## src/rtl/dataio_arbiter.sv

```systemverilog
// Two-port data access arbiter in front of a single memory port.
// One transaction in flight, one queued behind it; WAIT is bounded by a timeout.
module dataio_arbiter #(
    parameter int P_RR      = 1,
    parameter int P_TIMEOUT = 255
) (
    input  logic        iCLOCK,
    input  logic        iRESET_SYNC,
    input  logic        iREQ0,
    input  logic        iREQ1,
    output logic        oBUSY0,
    output logic        oBUSY1,
    input  logic [1:0]  iORDER0,
    input  logic [1:0]  iORDER1,
    input  logic [3:0]  iMASK0,
    input  logic [3:0]  iMASK1,
    input  logic        iRW0,
    input  logic        iRW1,
    input  logic [31:0] iADDR0,
    input  logic [31:0] iADDR1,
    input  logic [31:0] iDATA0,
    input  logic [31:0] iDATA1,
    output logic        oVALID0,
    output logic        oVALID1,
    output logic [31:0] oDATA0,
    output logic [31:0] oDATA1,
    output logic        oMEM_REQ,
    input  logic        iMEM_BUSY,
    output logic [1:0]  oMEM_ORDER,
    output logic [3:0]  oMEM_MASK,
    output logic        oMEM_RW,
    output logic [31:0] oMEM_ADDR,
    output logic [31:0] oMEM_DATA,
    input  logic        iMEM_VALID,
    input  logic [31:0] iMEM_DATA,
    output logic        oTIMEOUT
);

    typedef enum logic [1:0] {
        IDLE,
        ISSUE,
        WAIT
    } state_t;

    typedef struct packed {
        logic [1:0]  order;
        logic [3:0]  mask;
        logic        rw;
        logic [31:0] addr;
        logic [31:0] data;
    } pay_t;

    localparam logic [9:0] TO_LAST = 10'(P_TIMEOUT - 1);

    state_t      state_q, state_d;
    pay_t        act_pay_q, act_pay_d;
    pay_t        pend_pay_q, pend_pay_d;
    logic        act_own_q, act_own_d;
    logic        pend_own_q, pend_own_d;
    logic        pend_vld_q, pend_vld_d;
    logic [9:0]  cnt_q, cnt_d;
    logic        last_q, last_d;

    pay_t        pay0, pay1;
    logic        win;
    logic        done;
    logic        mem_req;
    logic        valid0, valid1;
    logic        tout;
    logic [31:0] resp_data;

    assign pay0 = {iORDER0, iMASK0, iRW0, iADDR0, iDATA0};
    assign pay1 = {iORDER1, iMASK1, iRW1, iADDR1, iDATA1};

    always_ff @(posedge iCLOCK) begin
        if (iRESET_SYNC) begin
            state_q    <= IDLE;
            act_pay_q  <= '0;
            pend_pay_q <= '0;
            act_own_q  <= 1'b0;
            pend_own_q <= 1'b0;
            pend_vld_q <= 1'b0;
            cnt_q      <= '0;
            last_q     <= 1'b1;
        end else begin
            state_q    <= state_d;
            act_pay_q  <= act_pay_d;
            pend_pay_q <= pend_pay_d;
            act_own_q  <= act_own_d;
            pend_own_q <= pend_own_d;
            pend_vld_q <= pend_vld_d;
            cnt_q      <= cnt_d;
            last_q     <= last_d;
        end
    end

    always_comb begin
        state_d    = state_q;
        act_pay_d  = act_pay_q;
        pend_pay_d = pend_pay_q;
        act_own_d  = act_own_q;
        pend_own_d = pend_own_q;
        pend_vld_d = pend_vld_q;
        cnt_d      = cnt_q;
        last_d     = last_q;
        win        = 1'b0;
        done       = 1'b0;
        mem_req    = 1'b0;
        valid0     = 1'b0;
        valid1     = 1'b0;
        tout       = 1'b0;
        resp_data  = '0;
        unique case (state_q)
            IDLE: begin
                if (iREQ0 && iREQ1) begin
                    win        = (P_RR != 0) ? ~last_q : 1'b0;
                    act_own_d  = win;
                    act_pay_d  = win ? pay1 : pay0;
                    pend_own_d = ~win;
                    pend_pay_d = win ? pay0 : pay1;
                    pend_vld_d = 1'b1;
                    last_d     = win;
                    state_d    = ISSUE;
                end else if (iREQ0) begin
                    act_own_d = 1'b0;
                    act_pay_d = pay0;
                    last_d    = 1'b0;
                    state_d   = ISSUE;
                end else if (iREQ1) begin
                    act_own_d = 1'b1;
                    act_pay_d = pay1;
                    last_d    = 1'b1;
                    state_d   = ISSUE;
                end
            end
            ISSUE: begin
                mem_req = !iMEM_BUSY;
                if (!iMEM_BUSY) begin
                    state_d = WAIT;
                    cnt_d   = '0;
                end
            end
            WAIT: begin
                // A response in the last allowed cycle wins over the abort
                if (iMEM_VALID) begin
                    done      = 1'b1;
                    resp_data = iMEM_DATA;
                end else if (cnt_q == TO_LAST) begin
                    done = 1'b1;
                    tout = 1'b1;
                end else begin
                    cnt_d = cnt_q + 10'd1;
                end
                if (done) begin
                    valid0 = !act_own_q;
                    valid1 = act_own_q;
                    if (pend_vld_q) begin
                        act_own_d  = pend_own_q;
                        act_pay_d  = pend_pay_q;
                        pend_vld_d = 1'b0;
                        last_d     = pend_own_q;
                        state_d    = ISSUE;
                    end else begin
                        state_d = IDLE;
                    end
                end
            end
            default: state_d = IDLE;
        endcase
    end

    assign oBUSY0     = (state_q != IDLE) || pend_vld_q;
    assign oBUSY1     = (state_q != IDLE) || pend_vld_q;
    assign oMEM_REQ   = mem_req;
    assign oMEM_ORDER = act_pay_q.order;
    assign oMEM_MASK  = act_pay_q.mask;
    assign oMEM_RW    = act_pay_q.rw;
    assign oMEM_ADDR  = act_pay_q.addr;
    assign oMEM_DATA  = act_pay_q.data;
    assign oVALID0    = valid0;
    assign oVALID1    = valid1;
    assign oDATA0     = valid0 ? resp_data : 32'h0;
    assign oDATA1     = valid1 ? resp_data : 32'h0;
    assign oTIMEOUT   = tout;

endmodule

```

## config.mk

```make
export PLATFORM = sky130hd
export DESIGN_NAME = dataio_arbiter
export DESIGN_NICKNAME = d
export VERILOG_FILES = /design/src/rtl/dataio_arbiter.sv
export SDC_FILE = /design/constraint.sdc
export NUM_CORES = 1
export LEC_CHECK = 0
export ABC_AREA = 1
export CAP_MARGIN = 15
export CORE_MARGIN = 10
export CORE_UTILIZATION = 49
export DETAILED_ROUTE_END_ITERATION = 12
export PLACE_DENSITY = 0.94
export SETUP_SLACK_MARGIN = 0.05
export SYNTH_ARGS = -nofsm -noshare
export SYNTH_HDL_FRONTEND = slang
export SYNTH_SLANG_ARGS = --single-unit
```

## constraint.sdc

```tcl
create_clock -name iCLOCK -period 4.7 [get_ports iCLOCK]
set_input_delay 0.705 -clock iCLOCK [delete_from_list [all_inputs] [get_ports iCLOCK]]
set_output_delay 0.705 -clock iCLOCK [all_outputs]
set_load 0.005 [all_outputs]
```

Word level (Yosys, flattened, before mapping)
Index checks and enable logic that the tools add are counted.

Register bits: 158. Bits of input ports: 180. Output and inout bits: 141. Logic and storage cells: 83.

$add $sub $neg: 1. Eq/ne operators: 10. Muxes and demuxes: 42. Bitwise operators: 1. Reduce and logical (&&, ||, !) cells: 13.

Operators with widths (number): two-way mux 71 bit (7); one-hot mux 71 bit (2 select lines) (1); two-way mux 32 bit (4); two-way mux 10 bit (3); one-hot mux 10 bit (2 select lines) (1); two-way mux 1 bit (18); != test 2 bit (second input constant) (6); adder 10 x 1 -> 10 bit (second input constant) (1); == test 10 x 8 -> 1 bit (second input constant) (1); two-way mux 2 bit (5); AND reduction 4 bit (2); one-hot mux 2 bit (3 select lines) (1); AND reduction 3 bit (2); nonzero test 2 bit (3); != test 4 bit (second input constant) (1); one-hot mux 1 bit (2 select lines) (2); == test 2 x 1 -> 1 bit (second input constant) (1); == test 2 bit (second input constant) (1); logical NOT 1 bit (2); logical NOT 2 bit (1); AND reduction 2 bit (1); logical AND 1 bit (1); logical OR 1 bit (1); NOT 1 bit (1).

Logic depth before layout (Yosys ltp)
Word-level depth: 7. Gate-level depth with buffers: 12. Gate-level depth less buffers: 10.

Worst setup path before layout
OpenSTA, ideal clock, no wires.

Path kind: input to output. From: in iMEM_VALID. To: out oDATA0[10]. Arrival time: 1432 ps. Data required time: 3995 ps. Setup slack: 2563 ps. Cell stages on the path: 5. Path buffers: 1. Cells stage by stage: inv_1 -> nor2_1 -> clkbuf_1 -> nand2_1 -> nor2_1.

Word-level cells in the longest chain between the ends: 5. Elaborated cells on any way between the ends: 7. Those cells by class: 7 x mux.

RTL lines: start, declared (line 34) `input logic iMEM_VALID,`; two-way mux 1 bit (line 145) `if (iMEM_VALID) begin`; two-way mux 1 bit (line 113) `unique case (state_q)`; two-way mux 1 bit (line 154) `if (done) begin`; two-way mux 1 bit (line 113); two-way mux 32 bit * (line 182) `assign oDATA0 = valid0 ? resp_data : 32'h0;`; end, declared (line 25) `output logic [31:0] oDATA0,`.

Every way passes the cells marked *; elsewhere a longest branch is shown, timed or not. The select of a mux whose other input is x is not followed.

Worst setup path in the final report
From: in iMEM_VALID. To: out oDATA1[4].

Word-level cells in the longest chain between the ends: 5. Elaborated cells on any way between the ends: 7. Those cells by class: 7 x mux.

RTL lines: two-way mux 1 bit (line 145); two-way mux 1 bit (line 113); two-way mux 1 bit (line 154); two-way mux 1 bit (line 113); two-way mux 32 bit * (line 183) `assign oDATA1 = valid1 ? resp_data : 32'h0;`; end, declared (line 26) `output logic [31:0] oDATA1,`.

Marked as above.

==> qor.csv <==
stage;metric;value;unit
status;status;finished, final reports clean;
hold_path;Hold Path Class;reg -> reg;
pwr;Lkg Pwr;5.40;nW
die;Die Area;23600;sq um
drt;initial drt markers;787;
die;core footprint;17400;sq um
clock_tree;Root Buffer Master;clkbuf_16;
clock_tree;clock tree buffer depth;2;
worst_setup_path;CP top delay family;buffers and inverters;
sta;slew margin rel.;29.8;%
synthesis;post-synthesis sequential element count;158;
global_routing;Congestion Overflow GR;0;
worst_setup_path;Bufs and invs on worst path;4;
sta;Fin Setup TNS;0;ns
global_routing;busiest grt layer;met2;
layout;area grow syn2layout;42.9;%
synthesis;Synth area leader;dfxtp_1;
clock_tree;# clock sinks;158;
drt;routed via count;10100;
synthesis;Syn Inst Count;1473;
sta;final worst path period need;3.28;ns
drt;final wirelength;30700;um
worst_setup_path;Crit-path slowest cell;clkdlybuf4s50_1;
synthesis;Unique masters post-synth;23;
worst_setup_path;Setup crit end kind;output pin;
synthesis;Mean Syn Cell Area;5.93;sq um
worst_setup_path;R2R setup slack;2.26;ns
global_routing;GRT Overall Usage;24.6;%
sta;Tcrit/Tclk final;69.8;%
global_routing;initial antenna violation count;1;
hold_path;Worst Hold Depth;2;
die;Die X;153;um
sta;final hold violations;0;
global_routing;met2 Use GR;43.3;%
worst_setup_path;FF-to-FF path depth;10;
drt;length of the first detailed-routing pass in iterations;5;
die;Cell Rows;48;
synthesis;register area share after synthesis;36.2;%
synthesis;Post-synth EDFFs;0;
sta;final slew viol count;0;
die;Initial Util;50.3;%
synthesis;Post-synth ARST share;0;%
worst_setup_path;reg2reg start;cnt_q[1];
synthesis;synth cell count leaders;nand2_1 (492), nor2_1 (225), o21ai_0 (189);
die;Die Ht;153;um
worst_setup_path;CP Cell Sequence;clkdlybuf4s50_1, inv_1, nor2_2, buf_4, nand2_1, nor2_1, clkdlybuf4s50_1;
clock_tree;post-CTS setup buffers;0;
clock_tree;PostCTS Resize Cnt;0;
clock_tree;clk slew on worst S/H paths;0.06;ns
synthesis;Synth Net Count;1655;
layout;Post-layout nets;1901;
worst_setup_path;Crit path top cell by count;clkdlybuf4s50_1;
global_routing;global-route wire length before repair;48000;um
drt;routed length per instance;15.7;um
drt;vias per inst;5.17;
clock_tree;CTS tree;yes;
placement;IO buf count;320;
global_routing;vias in the first global route;9023;
sta;Peak Freq;305;MHz
synthesis;top-area cell type share of the netlist area;36.2;%
worst_setup_path;crit start category;input pin;
synthesis;Yosys warnings;0;
placement;Detailed Place HPWL;21500;um
worst_setup_path;CP peak stage delay;0.62;ns
worst_setup_path;critical-path maximum fanout;32;
sta;hold_ws;0.466;ns
global_routing;met3 usage;7.38;%
clock_tree;clk_lat worst skew;0.43;ns
worst_setup_path;critical path class;in -> out;
pwr;maximum VDD drop;255;uV
sta;# setup viols final;0;
drt;DRT antenna net count;0;
clock_tree;H-tree Lvls;4;
flow_run;MaxCap Viol Count;0;
worst_setup_path;Crit path arrival time;2.57;ns
clock_tree;hold-fix buffers at CTS;0;
global_routing;routing usage on met1;26.8;%
pwr;P per Cell Area;338;nW/um^2
synthesis;Synth area leaders;dfxtp_1 (36%), nand2_1 (21%), o21ai_0 (11%), nor2_1 (9.7%), inv_1 (7.0%);
sta;RSZ-0062 raised after global routing;false;
worst_setup_path;critical path required time;3.99;ns
synthesis;commonest register cell after synthesis;dfxtp_1;
global_routing;largest net degree at the start of global routing;104;
placement;routability cong.;0.831;
hold_path;HP Start;cnt_q[9];
worst_setup_path;RR Endpoint;oMEM_ADDR[10];
clock_tree;total CTS buffers;17;
hold_path;Hold Path End;cnt_q[9];
sta;Worst Skew;0.0133;ns
die;IO Pins;321;
synthesis;Cell Area, Synth;8730;sq um
drt;# DRC;0;
sta;Worst Max-Slew Pin Slew;1.05;ns
layout;ANT cells;0;
synthesis;most common cell in the netlist;nand2_1;
layout;share of cells above drive strength 1;3.35;%
-- area by class of cell --
cell class                 instances  area, sq um
fill                            1357         4880
multi-input combinational       1045         4480
timing repair buffer             331         3310
sequential                       158         3160
inverter                         166          629
clock buffer                      17          425
tap                              225          282
clock inverter                    15          185
-- placed cells by master (no fill, tap or decap), types with 5 or more instances in the layout --
cell / instances
nand2_1: 492
dfxtp_1: 157
o21ai_1: 28
clkinvlp_4: 5
buf_4: 9
a21oi_1: 13
nor2_1: 224
nand3_1: 11
a31oi_1: 71
clkbuf_16: 17
inv_1: 161
o21ai_0: 189
clkdlybuf4s50_1: 320
-- worst max-delay path by stage --
stage	startpoint	end	depth (start not counted)
3_5_place_dp	iMEM_VALID	oDATA1[4]	7
6_report	iMEM_VALID	oDATA1[4]	7
5_1_grt	iMEM_VALID	oDATA1[4]	7
2_1_floorplan	iMEM_VALID	oDATA0[10]	5
4_1_cts	iMEM_VALID	oDATA1[4]	7
3_3_place_gp	iMEM_VALID	oDATA1[4]	7
-- cell families after synthesis --
group                      Yosys count  synth area share [%]
adders and majority gates            2                 0.287
AOI/OAI and AO/OA                  302                  18.4
DFF                                158                  36.2
and+or+nand+nor                    741                  32.4
buffers and inverters              270                  12.7
-- worst min-delay path: stages (launching register included) --
cell     delay, ns
dfxtp_1       0.31
nand2_1       0.06
a21oi_1       0.05
-- per-stage QoR --
step                cells  cell area, sq um  total power [mW]  setup slack, ns  utilization (%)
finish               1957             12500              4.22             1.42             71.9
global route         1957             12500              4.46             1.33             71.9
CTS                  1957             12500              4.24             1.44             71.9
detailed placement   1925             11900              2.80             1.46             68.3
global placement     1925             11900              2.76             1.44             68.3
floorplan            1473              8730              2.26             2.56                -
-- sequential cells by signal, summed over array words and instances (netlist names), 2 cells and up --
register / cells
pend_pay_q: 71
oMEM_ADDR: 32
oMEM_DATA: 32
cnt_q: 10
oMEM_MASK: 4
oMEM_ORDER: 2
state_q: 2
-- layer usage --
| layer | vias to the layer above | part of all wire [%] |
|---|---|---|
| met2 | 436 | 51 |
| met3 | 58 | 8.6 |
| met5 | - | 0.052 |
| met4 | 2 | 3.4 |
| met1 | 4534 | 37 |
| li1 | 5082 | - |
-- report_power, final --
part           leakage (nW)  switching, mW  internal (mW)
combinational          3.82          0.647          0.543
sequential             1.30         0.0860           1.50
clock                 0.283          0.598          0.842
total                  5.40           1.33           2.89
(Power assumes the default switching activity.)
